--- config.mk ---
export PLATFORM = sky130hd
export DESIGN_NAME = dmem_access_sequencer
export DESIGN_NICKNAME = d
export VERILOG_FILES = /design/src/rtl/dmem_access_sequencer.sv
export SDC_FILE = /design/constraint.sdc
export NUM_CORES = 1
export LEC_CHECK = 0
export CORE_UTILIZATION = 40
export DETAILED_ROUTE_END_ITERATION = 8
export PLACE_DENSITY = 0.74
export SLEW_MARGIN = 20
export SYNTH_ARGS = -nofsm -noshare
export SYNTH_HDL_FRONTEND = slang
export SYNTH_SLANG_ARGS = --single-unit
--- constraint.sdc ---
create_clock -name clk -period 5.4 [get_ports clk]
set_input_delay 1.08 -clock clk [delete_from_list [all_inputs] [get_ports clk]]
set_output_delay 1.08 -clock clk [all_outputs]
set_load 0.05 [all_outputs]
--- src/rtl/dmem_access_sequencer.sv ---
// -----------------------------------------------------------------------------
// dmem_access_sequencer
//
// Processor-side initiator for a word-wide data memory. The memory has no byte
// enables and one cycle of read latency. Each load/store request is turned into
// a short sequence of word reads and writes:
//   - aligned word store      : one write
//   - loads                   : one read, or two for a word-crossing access
//   - sub-word / misaligned st: read-modify-write, over two words when crossing
//
// Ports
//   clk, rst         clock, synchronous active-high reset
//   req_valid/ready  request handshake; ready is high only when idle
//   req_wr           1 = store, 0 = load
//   req_unsigned     load zero-extends when 1, sign-extends when 0
//   req_width        2'b10 byte, 2'b01 half, 2'b00/2'b11 word
//   req_addr         byte address, bits [16:0] used, little-endian
//   req_wdata        store data (low byte/half used for sub-word stores)
//   resp_valid       one-cycle completion pulse
//   resp_rdata       extended load data, 0 for stores
//   mem_addr         word index
//   mem_rden/wren    memory read / write enables (never both high)
//   mem_wdata        memory write data
//   mem_rdata        memory read data, valid the cycle after mem_rden
// -----------------------------------------------------------------------------
module dmem_access_sequencer (
  input  logic        clk,
  input  logic        rst,
  input  logic        req_valid,
  output logic        req_ready,
  input  logic        req_wr,
  input  logic        req_unsigned,
  input  logic [1:0]  req_width,
  input  logic [31:0] req_addr,
  input  logic [31:0] req_wdata,
  output logic        resp_valid,
  output logic [31:0] resp_rdata,
  output logic [14:0] mem_addr,
  output logic        mem_rden,
  output logic        mem_wren,
  output logic [31:0] mem_wdata,
  input  logic [31:0] mem_rdata
);

  typedef enum logic [2:0] {
    S_IDLE = 3'd0,
    S_RD0  = 3'd1,
    S_RD1  = 3'd2,
    S_CAP  = 3'd3,
    S_WR0  = 3'd4,
    S_WR1  = 3'd5,
    S_RESP = 3'd6
  } state_t;

  localparam logic [1:0] SZ_BYTE = 2'd0;
  localparam logic [1:0] SZ_HALF = 2'd1;
  localparam logic [1:0] SZ_WORD = 2'd2;

  state_t      state_reg, state_next;

  // Request fields captured at accept; never re-sampled afterwards.
  logic        wr_reg;
  logic        unsigned_reg;
  logic        cross_reg;
  logic [1:0]  size_reg;
  logic [1:0]  off_reg;
  logic [14:0] w0_reg;
  logic [14:0] w1_reg;
  logic [7:0]  lane_mask_reg;   // byte lanes of {word1,word0} touched by a store
  logic [63:0] wdata_sh_reg;    // store data already moved onto its lanes

  // Memory words fetched during the read phase and the load result.
  logic [31:0] word0_reg;
  logic [31:0] word1_reg;
  logic [31:0] rdata_reg;

  // ---------------------------------------------------------------------------
  // Request decode (only consumed on the accept cycle)
  // ---------------------------------------------------------------------------
  logic [1:0]  req_size;
  logic [1:0]  req_off;
  logic [14:0] req_w0;
  logic [3:0]  req_base_mask;
  logic [7:0]  req_lane_mask;
  logic [63:0] req_wdata_sh;
  logic        req_cross;
  logic        req_aligned_sw;
  logic        accept;
  logic        unused_addr_bits;

  always_comb begin
    req_off = req_addr[1:0];
    req_w0  = req_addr[16:2];
    case (req_width)
      2'b10: begin
        req_size      = SZ_BYTE;
        req_base_mask = 4'b0001;
      end
      2'b01: begin
        req_size      = SZ_HALF;
        req_base_mask = 4'b0011;
      end
      default: begin
        req_size      = SZ_WORD;
        req_base_mask = 4'b1111;
      end
    endcase
    // Bytes never cross; halves only from offset 3; words from any non-zero offset.
    req_cross      = ((req_size == SZ_HALF) && (req_off == 2'd3)) ||
                     ((req_size == SZ_WORD) && (req_off != 2'd0));
    req_aligned_sw = req_wr && (req_size == SZ_WORD) && (req_off == 2'd0);
    req_lane_mask  = {4'b0000, req_base_mask} << req_off;
    req_wdata_sh   = {32'h0000_0000, req_wdata} << {req_off, 3'b000};
  end

  assign accept           = req_valid && (state_reg == S_IDLE);
  assign unused_addr_bits = ^req_addr[31:17];

  // ---------------------------------------------------------------------------
  // Store merge: each byte lane of the two-word window takes either the store
  // byte or the byte read back from memory. For an aligned word store all four
  // low lanes come from req_wdata, so the (unread) old word does not matter.
  // ---------------------------------------------------------------------------
  logic [63:0] pair_old;
  logic [63:0] pair_merged;

  assign pair_old = {word1_reg, word0_reg};

  genvar gi;
  generate
    for (gi = 0; gi < 8; gi++) begin : g_lane
      assign pair_merged[8*gi +: 8] = lane_mask_reg[gi] ? wdata_sh_reg[8*gi +: 8]
                                                        : pair_old[8*gi +: 8];
    end
  endgenerate

  // ---------------------------------------------------------------------------
  // Load extraction, evaluated in CAP where the last word is on mem_rdata.
  // For a non-crossing access the high word is never reached by the shift.
  // ---------------------------------------------------------------------------
  logic [31:0] load_lo;
  logic [31:0] load_hi;
  logic [31:0] load_shift;
  logic [31:0] load_result;

  always_comb begin
    load_lo    = cross_reg ? word0_reg : mem_rdata;
    load_hi    = cross_reg ? mem_rdata : 32'h0000_0000;
    load_shift = 32'({load_hi, load_lo} >> {off_reg, 3'b000});
    case (size_reg)
      SZ_BYTE: load_result = {{24{~unsigned_reg & load_shift[7]}},  load_shift[7:0]};
      SZ_HALF: load_result = {{16{~unsigned_reg & load_shift[15]}}, load_shift[15:0]};
      default: load_result = load_shift;
    endcase
  end

  // ---------------------------------------------------------------------------
  // FSM: next state and memory-side outputs, decoded from registered state only
  // ---------------------------------------------------------------------------
  always_comb begin
    state_next = state_reg;
    mem_addr   = 15'd0;
    mem_rden   = 1'b0;
    mem_wren   = 1'b0;
    mem_wdata  = 32'h0000_0000;
    case (state_reg)
      S_IDLE: begin
        if (req_valid) begin
          state_next = req_aligned_sw ? S_WR0 : S_RD0;
        end
      end
      S_RD0: begin
        mem_rden   = 1'b1;
        mem_addr   = w0_reg;
        state_next = cross_reg ? S_RD1 : S_CAP;
      end
      S_RD1: begin
        mem_rden   = 1'b1;
        mem_addr   = w1_reg;
        state_next = S_CAP;
      end
      S_CAP: begin
        state_next = wr_reg ? S_WR0 : S_RESP;
      end
      S_WR0: begin
        mem_wren   = 1'b1;
        mem_addr   = w0_reg;
        mem_wdata  = pair_merged[31:0];
        state_next = cross_reg ? S_WR1 : S_RESP;
      end
      S_WR1: begin
        mem_wren   = 1'b1;
        mem_addr   = w1_reg;
        mem_wdata  = pair_merged[63:32];
        state_next = S_RESP;
      end
      S_RESP: begin
        state_next = S_IDLE;
      end
      default: begin
        state_next = S_IDLE;
      end
    endcase
  end

  // ---------------------------------------------------------------------------
  // Registers
  // ---------------------------------------------------------------------------
  always_ff @(posedge clk) begin
    if (rst) begin
      state_reg     <= S_IDLE;
      wr_reg        <= 1'b0;
      unsigned_reg  <= 1'b0;
      cross_reg     <= 1'b0;
      size_reg      <= SZ_BYTE;
      off_reg       <= 2'd0;
      w0_reg        <= 15'd0;
      w1_reg        <= 15'd0;
      lane_mask_reg <= 8'h00;
      wdata_sh_reg  <= 64'h0;
      word0_reg     <= 32'h0000_0000;
      word1_reg     <= 32'h0000_0000;
      rdata_reg     <= 32'h0000_0000;
    end else begin
      state_reg <= state_next;

      if (accept) begin
        wr_reg        <= req_wr;
        unsigned_reg  <= req_unsigned;
        cross_reg     <= req_cross;
        size_reg      <= req_size;
        off_reg       <= req_off;
        w0_reg        <= req_w0;
        w1_reg        <= req_w0 + 15'd1;   // wraps 0x7FFF -> 0x0000
        lane_mask_reg <= req_lane_mask;
        wdata_sh_reg  <= req_wdata_sh;
        rdata_reg     <= 32'h0000_0000;    // stores respond with zero data
      end

      // RD1 sees the data requested in RD0.
      if (state_reg == S_RD1) begin
        word0_reg <= mem_rdata;
      end

      // CAP sees the data of the last read issued.
      if (state_reg == S_CAP) begin
        if (cross_reg) begin
          word1_reg <= mem_rdata;
        end else begin
          word0_reg <= mem_rdata;
        end
        if (!wr_reg) begin
          rdata_reg <= load_result;
        end
      end
    end
  end

  assign req_ready  = (state_reg == S_IDLE) && !rst;
  assign resp_valid = (state_reg == S_RESP);
  assign resp_rdata = rdata_reg;

endmodule

### Word level (Yosys, flattened, before mapping)

Cells that the tools add are included.

* bits in registers: 208
* bits of input ports: 103
* output and inout port bits: 83
* logic and storage cells: 79

* add/subtract/negate cells: 1
* equal/unequal tests: 13
* shift-type cells: 3
* muxes and demuxes: 29
* bitwise gates (word level): 3
* reductions and logical operators: 17

Operators by type and width (number)
* $mux W32: 8
* $pmux W32 S2: 2
* $mux W8: 8
* $shl A32 B5 Y64: 1
* $shr A64 B5 Y32: 1
* $pmux W15 S2: 1
* $pmux W3 S6: 1
* $add A15 B1 Y15 const B: 1
* $eq A3 B3 Y1 const B: 3
* $pmux W4 S2: 1
* $reduce_or A2 Y1: 4
* $shl A4 B2 Y8: 1
* $eq A2 B1 Y1 const B: 3
* $eq A2 B2 Y1 const B: 3
* $eq A3 B2 Y1 const B: 2
* $logic_and A1 B1 Y1: 6
* $mux W3: 2
* $logic_not A2 Y1: 2
* $mux W2: 2
* $pmux W2 S2: 1
* $eq A3 B1 Y1 const B: 1
* $logic_not A3 Y1: 1
* $mux W1: 3
* $and A1 B1 Y1: 2
* other kinds (6): 6

### Logic depth before layout (Yosys ltp)

Gate-level depths: netlist (run 1).

* depth after elaboration: 8
* depth in mapped cells: 10
* mapped depth without buffers: 7

### Least setup slack after synthesis (run 1)

OpenSTA, ideal clock, no wires.

* path type: input -> output
* start point: input port rst
* end point: output port req_ready
* arrival: 2.903 ns
* required time: 4.320 ns
* path slack: 1.417 ns
* cell stages on the path: 3
* path buffers: 2
* path through: clkbuf_1 -> clkbuf_1 -> nor4_1

* cells in the longest elaborated chain, start to end: 2

RTL lines
* start, declared: line 28 `input logic rst,`
* $logic_not A1 Y1: line 259 `assign req_ready = (state_reg == S_IDLE) && !rst;`
* $logic_and A1 B1 Y1: line 259
* end, declared: line 30 `output logic req_ready,`

No other way between the ends.

### Worst setup path in the final report (run 1)

* start point: register state_reg[1]
* end point: output port mem_addr[1]

* cells in the longest elaborated chain, start to end: 3
* elaborated cells between the ends (all ways): 7

RTL lines
* start, declared: line 59 `state_t state_reg, state_next;`
* start signal, assigned: line 225 `state_reg <= state_next;`
* $eq A3 B2 Y1, or another cell as far along: line 166 `case (state_reg)`
* $reduce_or A2 Y1 (no source line)
* $pmux W15 S2 (*): line 166
* end, declared: line 38 `output logic [14:0] mem_addr,`

Every way passes the cells marked *; elsewhere a longest branch is shown, timed or not.

==> results.sh, run 1 <==
export IMPL_grtUsageMet3=0.04123
export IMPL_status="complete, but fails checks"
export IMPL_cts_hold_buffers=0
export IMPL_die_height_um=166.4
export IMPL_power_mw=4.260
export IMPL_skew_ns=0.01159
export IMPL_core_area_um2=26280
export IMPL_hp_class="reg -> reg"
export IMPL_clock_latency_ns=0.44
export IMPL_period_needed_ns=4.637
export IMPL_drt_antenna_violating_nets=0
export IMPL_crit_fanout=24
export IMPL_fin_tns_setup_ns=0
export IMPL_seqCellArea_um2=3989
export IMPL_multi_input_area_um2=6252
export IMPL_ys_warn_count=0
export IMPL_busiest_layer="met2"
export IMPL_slew_viol_final=0
export IMPL_fill_cells=2484
export IMPL_cts_buffer_depth=2
export IMPL_r2r_cells=6
export IMPL_gr_usage_all_layers=0.2504
export IMPL_post_cts_buffers=0
export IMPL_drv_cap=0
export IMPL_cts_tree="done"
export IMPL_finalHoldViolations=0
export IMPL_drt_wl_total_um=35520
export IMPL_power_density_nw_per_um2=325.1
export IMPL_port_buffers=170
export IMPL_slew_headroom=0.2872
export IMPL_cp_end_kind="output pin"
export IMPL_largest_register_ffs=56
export IMPL_ys_flop_type="dfxtp_1"
export IMPL_fp_dieArea_um2=27680
export IMPL_drt_pass1_iter_count=9
export IMPL_tightest_slew_ns=1.069
export IMPL_first_global_vias=9567
export IMPL_crit_arrival_ns=3.56
export IMPL_seq_area_frac_synth=0.3686
export IMPL_max_freq_mhz=215.7
export IMPL_async_flop_share=0
export IMPL_initial_core_util=0.4112
export IMPL_min_period_over_period=0.8587
export IMPL_ctsHtreeMaxLevel=4
export IMPL_hold_path_cell_count=2
export IMPL_critical_path_class="reg -> out"
export IMPL_wl_per_cell_um=19.89
export IMPL_violations="design-rule violations"
export IMPL_cts_clk_slew_worst_paths_ns=0.07
export IMPL_grt_pass1_wl_um=54260
export IMPL_vias=10490
export IMPL_syn_inst=1366
export IMPL_ir_drop_mv=0.1911
export IMPL_use_met2=0.4043
export IMPL_syn_avg_cell_area_um2=7.911
export IMPL_die_w_um=166.4
export IMPL_layout_drive_gt1_share=0.07994
export IMPL_synth_cell_types=58
export IMPL_final_cell_mix="268 x nand2_1, 197 x dfxtp_1, 188 x a21oi_1, 167 x clkdlybuf4s50_1, 94 x nor2_1"
export IMPL_hpwlAfterDp_um=24700
export IMPL_place_congestion=0.9224
export IMPL_cts_sinks=199
export IMPL_drc_errors=13
export IMPL_first_iter_violations=1145
export IMPL_ios=186
export IMPL_root_buffer="clkbuf_16"
export IMPL_rsz0062_at_grt="no"
export IMPL_antenna_cells=0
export IMPL_syn2layout_area_growth_pct=21.27
export IMPL_gr_total_overflow=0
export IMPL_grt_use_met1=0.3333
export IMPL_grt_max_degree=104
export IMPL_synth_nets=1472
export IMPL_startpoint_type="flip-flop"
export IMPL_vias_per_cell=5.876
export IMPL_cts_resized=0
export IMPL_setup_viol_count_final=0
export IMPL_cts_made_buffers=17
export IMPL_synth_edff_count=0
export IMPL_rows=59
export IMPL_cp_required_ns=4.32
export IMPL_final_common_cell="nand2_1"
export IMPL_antenna_found_initial=1
export IMPL_p_leak_nw=4.307
export IMPL_netlist_area_um2=10810
export IMPL_ys_seq_elements=199
export IMPL_final_nets=1545
-- where the power goes --
part / leakage, nW / internal [mW] / switching [mW]
sequential: 1.62 / 1.59 / 0.158
combinational: 2.38 / 0.433 / 0.743
clock: 0.304 / 0.766 / 0.569
total: 4.31 / 2.79 / 1.47
-- path summary, 6_finish.rpt --
kind                         start                to  slack (ns)
setup / recovery      state_reg[1]       mem_addr[1]        0.76
hold / removal    wdata_sh_reg[24]  wdata_sh_reg[24]        0.45
setup reg to reg        off_reg[0]    resp_rdata[23]        2.37
hold reg to reg   wdata_sh_reg[24]  wdata_sh_reg[24]        0.45
-- cell type report --
cell class	count	share of cell area
multi-input cells	1029	0.4771
flip-flops and latches	199	0.3044
repair buffers	185	0.1378
clock buffers	20	0.03561
well taps	335	0.03198
clock inverters	11	0.01117
inverters	7	0.002005
-- per-layer routing --
metal  up-vias  routed length (um)
li1       4986                   -
met1      4982               14800
met2       464               16830
met3        60                2709
met4         2                1174
met5         -                  13
-- critical path: stages (launching register included) --
cell	delay, ns
dfxtp_1	0.88
clkinv_1	0.52
nor3_1	0.31
buf_4	0.29
nand2_1	0.10
o21ai_0	0.14
clkdlybuf4s50_1	0.88
-- synthesized netlist by cell type, types with 4 or more instances --
master / count / area, um^2
mux2_1: 8 / 90.09
mux2_2: 23 / 259.0
nor4_1: 7 / 43.79
mux2i_1: 69 / 690.7
a211oi_2: 7 / 87.58
nand4_1: 5 / 31.28
dfxtp_1: 199 / 3984
o21ai_1: 14 / 70.07
inv_1: 6 / 22.52
o211ai_1: 11 / 82.58
buf_1: 9 / 33.78
nand2_1: 269 / 1010
a22oi_1: 24 / 180.2
a21oi_1: 188 / 940.9
a311oi_1: 6 / 52.55
buf_6: 6 / 67.56
mux4_2: 14 / 315.3
nor3_1: 39 / 195.2
xor2_1: 6 / 52.55
mux2_4: 4 / 60.06
nor2b_1: 38 / 237.7
a211oi_1: 84 / 630.6
a31o_1: 7 / 61.31
buf_2: 16 / 80.08
o21ai_0: 24 / 120.1
clkbuf_1: 98 / 367.9
xnor2_1: 7 / 61.31
nand3_1: 32 / 160.2
and2_1: 6 / 37.54
nor2_1: 96 / 360.4
-- metrics by stage --
stage,area [um^2],utilization,hold slack [ns],cells,setup slack (ns)
after detailed placement,12490,0.4753,0.4447,1755,1.282
after floorplan,10810,-,0.4316,1366,1.417
after global routing,13110,0.4987,0.4697,1786,0.5498
final,13110,0.4987,0.4545,1786,0.7632
after global placement,12490,0.4753,0.4391,1755,1.332
after CTS,13110,0.4987,0.4526,1786,0.7724
-- cell families after synthesis --
family                     after synthesis  share of synthesized area
xor gates and xnor gates                13                    0.01054
adders and majority gates                3                   0.003474
and+or+nand+nor                        509                     0.2046
buffers and inverters                  138                    0.05581
muxes                                  118                     0.1309
AOI/OAI and AO/OA                      386                     0.2260
DFF                                    199                     0.3686
No activity file was read; power rests on OpenSTA's default activity.
==> run 2: changes to the inputs <==
- SKIP_LAST_GASP: unset -> 1
==> results of run 2 <==
Same layout as run 1: the final DEF is identical, and so are final timing and power.
